<file path="config.mk">
export PLATFORM = sky130hd
export DESIGN_NAME = uart_transmitter_flat
export DESIGN_NICKNAME = d
export VERILOG_FILES = /design/src/rtl/uart_transmitter_if.sv /design/src/rtl/uart_transmitter.sv /design/src/flat_wrapper.sv
export SDC_FILE = /design/constraint.sdc
export NUM_CORES = 1
export LEC_CHECK = 0
export ABC_AREA = 1
export CORE_UTILIZATION = 55
export CTS_CLUSTER_DIAMETER = 60
export DETAILED_ROUTE_END_ITERATION = 16
export GPL_ROUTABILITY_DRIVEN = 0
export PLACE_DENSITY = 0.82
export SYNTH_ARGS = -nofsm -noshare
export SYNTH_HDL_FRONTEND = slang
export SYNTH_SLANG_ARGS = --single-unit
</file>
<file path="constraint.sdc">
create_clock -name clk -period 2.25 [get_ports clk]
set_input_delay 0.675 -clock clk [delete_from_list [all_inputs] [get_ports clk]]
set_output_delay 0.675 -clock clk [all_outputs]
set_load 0.01 [all_outputs]
</file>
<file path="src/rtl/uart_transmitter_if.sv">
// Byte handshake between a producer and the UART transmitter.
// A byte is transferred on any rising clk edge where tx_valid and tx_ready are both high.
interface uart_transmitter_if;
  logic [7:0] tx_data;
  logic       tx_valid;
  logic       tx_ready;

  modport master (output tx_data, output tx_valid, input  tx_ready);
  modport slave  (input  tx_data, input  tx_valid, output tx_ready);
endinterface

</file>
<file path="src/rtl/uart_transmitter.sv">
// UART transmitter: serialises handshaked bytes LSB first as start / data / stop bits.
// The tx line is registered, and the baud counter is restarted on every state entry.
module uart_transmitter #(
  parameter int CLKS_PER_BIT = 868,
  parameter int DATA_BITS    = 8,
  parameter int STOP_BITS    = 1
) (
  input  logic                clk,
  input  logic                reset,
  uart_transmitter_if.slave   bus,
  output logic                tx,
  output logic                transmitting,
  output logic                baud_tickt,
  output logic [15:0]         counter
);

  typedef enum logic [1:0] {IDLE, START, DATA, STOP} state_t;

  localparam logic [15:0] LAST_CNT  = 16'(CLKS_PER_BIT - 1);
  localparam logic [2:0]  LAST_DATA = 3'(DATA_BITS - 1);
  localparam logic [2:0]  LAST_STOP = 3'(STOP_BITS - 1);

  state_t                 state, state_d;
  logic [15:0]            counter_d;
  logic [DATA_BITS-1:0]   shift, shift_d;
  logic [2:0]             bit_idx, bit_idx_d;
  logic                   tx_d;

  assign bus.tx_ready = (state == IDLE);
  assign transmitting = (state != IDLE);
  assign baud_tickt   = (state != IDLE) && (counter == LAST_CNT);

  always_comb begin
    // NOTE: every variable gets a default first so no path leaves it unassigned (no latches).
    state_d   = state;
    shift_d   = shift;
    bit_idx_d = bit_idx;
    tx_d      = 1'b1;
    counter_d = (state == IDLE || baud_tickt) ? 16'd0 : counter + 16'd1;

    case (state)
      IDLE: begin
        if (bus.tx_valid) begin
          state_d   = START;
          shift_d   = bus.tx_data[DATA_BITS-1:0];
          bit_idx_d = '0;
        end
      end
      START: begin
        if (baud_tickt) begin
          state_d   = DATA;
          bit_idx_d = '0;
        end
      end
      DATA: begin
        if (baud_tickt) begin
          shift_d = shift >> 1;
          if (bit_idx == LAST_DATA) begin
            state_d   = STOP;
            bit_idx_d = '0;
          end else begin
            bit_idx_d = bit_idx + 3'd1;
          end
        end
      end
      STOP: begin
        // bit_idx is reused to count stop-bit periods
        if (baud_tickt) begin
          if (bit_idx == LAST_STOP) state_d = IDLE;
          else                      bit_idx_d = bit_idx + 3'd1;
        end
      end
      default: state_d = IDLE;
    endcase

    // tx is derived from the next state so the registered line changes with the state
    case (state_d)
      START:   tx_d = 1'b0;
      DATA:    tx_d = shift_d[0];
      default: tx_d = 1'b1;
    endcase
  end

  always_ff @(posedge clk) begin
    // NOTE: sequential state uses non-blocking assignments so all registers update together.
    if (!reset) begin
      state   <= IDLE;
      counter <= '0;
      shift   <= '0;
      bit_idx <= '0;
      tx      <= 1'b1;
    end else begin
      state   <= state_d;
      counter <= counter_d;
      shift   <= shift_d;
      bit_idx <= bit_idx_d;
      tx      <= tx_d;
    end
  end

endmodule
</file>
<file path="src/flat_wrapper.sv">
// flat-port wrapper written by rule: the top's interface ports become plain ports
module uart_transmitter_flat 
#(
  parameter int CLKS_PER_BIT = 868,
  parameter int DATA_BITS    = 8,
  parameter int STOP_BITS    = 1
)
  (clk, reset, tx, transmitting, baud_tickt, counter, bus_tx_data, bus_tx_valid, bus_tx_ready);
  uart_transmitter_if bus_i ();
  input  logic clk;
  input  logic reset;
  output logic tx;
  output logic transmitting;
  output logic baud_tickt;
  output logic [15:0] counter;
  input wire logic [$bits(bus_i.tx_data)-1:0] bus_tx_data;
  input wire logic [$bits(bus_i.tx_valid)-1:0] bus_tx_valid;
  output wire logic [$bits(bus_i.tx_ready)-1:0] bus_tx_ready;
  assign bus_i.tx_data = bus_tx_data;
  assign bus_i.tx_valid = bus_tx_valid;
  assign bus_tx_ready = bus_i.tx_ready;
  uart_transmitter #(.CLKS_PER_BIT(CLKS_PER_BIT), .DATA_BITS(DATA_BITS), .STOP_BITS(STOP_BITS)) u_core (.clk(clk), .reset(reset), .bus(bus_i), .tx(tx), .transmitting(transmitting), .baud_tickt(baud_tickt), .counter(counter));
endmodule
</file>
==> impl_metrics.py <==
metrics = {
    "cells_and_area": {
        "nFillCells": 211,
        "area_growth_pct": 32.0,
        "final_cells": 290,
        "regArea_sq_um": 604,
        "drive_gt1_frac": 0.201,
        "n_antenna_cell": 0,
        "final_nets": 273,
        "multi_input_area_sq_um": 855,
    },
    "worst_hold_path": {
        "holdPathStages": 2,
        "worst_hold_path_type": "flip-flop to flip-flop",
    },
    "critical_path": {
        "r2r_end": "u_core.counter[10]",
        "critPathKind": "flip-flop to output port",
        "r2r_slack_ns": 0.62,
        "cp-start-kind": "flip-flop",
        "worstSetupEndpoint": "transmitting",
        "endpoint_kind": "output port",
        "cp.arrival_ns": 1.51,
        "cp.required_ns": 1.57,
        "crit_path_start": "u_core.state[0]",
        "r2r_start": "u_core.counter[0]",
        "crit_fanout": 6,
        "rr_worst_depth": 10,
    },
    "placed_design": {
        "hpwl_microns": 2380,
        "io_buffers": 30,
        "post-place-cells": 282,
        "pre_cts_ws_ns": -0.0103,
    },
    "routing": {
        "wire_per_inst_microns": 11.4,
        "avgViaCountPerCell": 5.22,
        "ant_nets": 0,
        "drc": 0,
        "drtIter0Drc": 49,
        "routed_wirelength_microns": 3320,
        "vias": 1514,
        "firstDrtPassIters": 4,
    },
    "global_route": {
        "antenna_found_initial": 0,
        "grt_pass1_wl_microns": 5490,
        "grt_max_degree": 13,
        "overflow": 0,
        "grt_pass1_vias": 1367,
        "grt_usage": 0.226,
    },
    "floorplan": {
        "io_pins": 31,
        "dieArea_sq_um": 3070,
        "start_util": 0.574,
        "core_area_sq_um": 2730,
        "chipHeight_microns": 55.4,
        "num_rows": 19,
        "die_x_microns": 55.4,
    },
    "synth": {
        "synth_top_area_cell": "dfxtp_1",
        "synthMostInstantiatedCell": "nand2_1",
        "ys_ff_latch": 30,
        "yosysUniqueCellTypes": 32,
        "ys.flop_type": "dfxtp_1",
        "post_synth.cell_area_avg_sq_um": 7.41,
        "yosys_warnings": 0,
        "postSynthCellCount": 212,
        "synth_nets": 227,
        "synth_commonest_cells": "nand2_1, dfxtp_1, inv_1, nor2_1, nand3_1",
        "yosys.area.top_type_share": 0.382,
        "async_reset_ff_frac": 0,
        "synthesis.area_sq_um": 1570,
        "synth_edf_count": 0,
        "ys_seq_area_frac": 0.382,
        "synth.area.top_cells": "dfxtp_1, nand2_1, inv_1",
    },
    "timing": {
        "finClkSkew_ns": 0.00629,
        "tns_ns": 0,
        "maxSlewHeadroom": 0.788,
        "slew_viol_final": 0,
        "fin_crit_sh": 0.973,
        "tightest_slew_ns": 0.315,
        "fmax_ghz": 0.457,
        "setup_viol": 0,
        "report.final.hold_viol_count": 0,
        "rsz0062_at_grt": "no",
        "setup_slack_ns": 0.0606,
        "period_needed_ns": 2.19,
    },
    "clock_network": {
        "cts_buffers": 5,
        "cts_root_buf": "clkbuf_4",
        "clk_pin_slew_ns": 0.09,
        "clock_path_buffers": 2,
        "cts_tree": "built",
        "clk_latency_ns": 0.32,
        "h-tree-depth": 2,
        "cts_sinks": 30,
    },
    "pwr": {
        "p_clk_frac": 0.392,
        "switching_share": 0.232,
        "intPower_mw": 0.821,
        "p_leak_nw": 0.859,
        "power_density_nw_per_um2": 516,
        "p_switching_mw": 0.248,
        "pwr-share-seq": 0.519,
        "power_frac_comb": 0.089,
        "ir_worst_vdd_v": 0.000665,
    },
    "job": {
        "maxCapViolCount": 0,
    },
    "status": {
        "status": "completed",
    },
}
how the worst min path moves through the flow:
stage                          startpoint  slack (ns)               to
final                     u_core.shift[7]        0.48  u_core.shift[7]
after CTS                 u_core.shift[7]        0.47  u_core.shift[7]
after floorplan           u_core.shift[7]        0.44  u_core.shift[7]
after global routing      u_core.shift[7]        0.49  u_core.shift[7]
after global placement    u_core.shift[7]        0.45  u_core.shift[7]
after detailed placement  u_core.shift[7]        0.46  u_core.shift[7]
cells by family after synthesis:
group,count (synthesis),share of synthesized area
fa+ha+maj,4,0.0319
compound gates,29,0.104
flops,30,0.382
buf+inv,34,0.0845
xor+xnor,3,0.0167
simple gates,112,0.381
cell type report:
type,count,share of cell area
multi-input combinational,148,0.412
sequential,30,0.291
timing repair buffer,41,0.182
inverter,32,0.0585
clock inverter,3,0.0193
tap,31,0.0187
clock buffer,5,0.0181
routing by layer:
layer | share of wire | wire, microns | track usage
met5 | 0 | 0 | 0
met1 | 0.42 | 1410 | 0.269
met4 | 0.036 | 120 | 0.125
met2 | 0.49 | 1640 | 0.363
met3 | 0.045 | 148 | 0.0656
worst max-delay path, cell delays in order (launching register included):
cell             delay [ns]
dfxtp_1                0.42
inv_1                  0.10
nand2_4                0.12
clkdlybuf4s50_1        0.55
power groups by stage:
stage	Combinational [mW]	Sequential, mW	Clock, mW
global placement	0.0934	0.565	0
detailed placement	0.0945	0.566	0
floorplan	0.0493	0.566	0
finish	0.0956	0.555	0.419
global route	0.106	0.556	0.457
CTS	0.0955	0.554	0.432
state kept, by name, summed over array words and instances (netlist names):
name,flops
u_core.counter,16
u_core.bit_idx,3
u_core.tx,1
u_core.state,2
u_core.shift,8
layout by cell type, fill, tap and decap left out, types with 6 or more instances in the layout:
cell | netlist | final
a21oi_1 | 13 | 13
dfxtp_1 | 30 | 27
a31oi_1 | 7 | 7
inv_1 | 26 | 24
buf_4 | 1 | 11
inv_2 | 4 | 6
nor2_1 | 18 | 18
clkdlybuf4s50_1 | 0 | 28
nand2_1 | 49 | 49
nand3_1 | 15 | 15
metrics by stage:
stage	hold WS [ns]	total power, mW	utilization	area, sq um
after floorplan	0.439	0.615	-	1570
after global placement	0.451	0.658	0.724	1980
after detailed placement	0.456	0.660	0.724	1980
after CTS	0.468	1.08	0.757	2070
after global routing	0.488	1.12	0.758	2070
final	0.475	1.07	0.758	2070
what timing repair did:
item                       4_1_cts  5_1_grt
gates resized for setup          9        4
setup endpoints to repair        2        2
buffers inserted                 0        0
pin swaps                        0        1
hold buffers                     0        0
(Power assumes the default switching activity.)
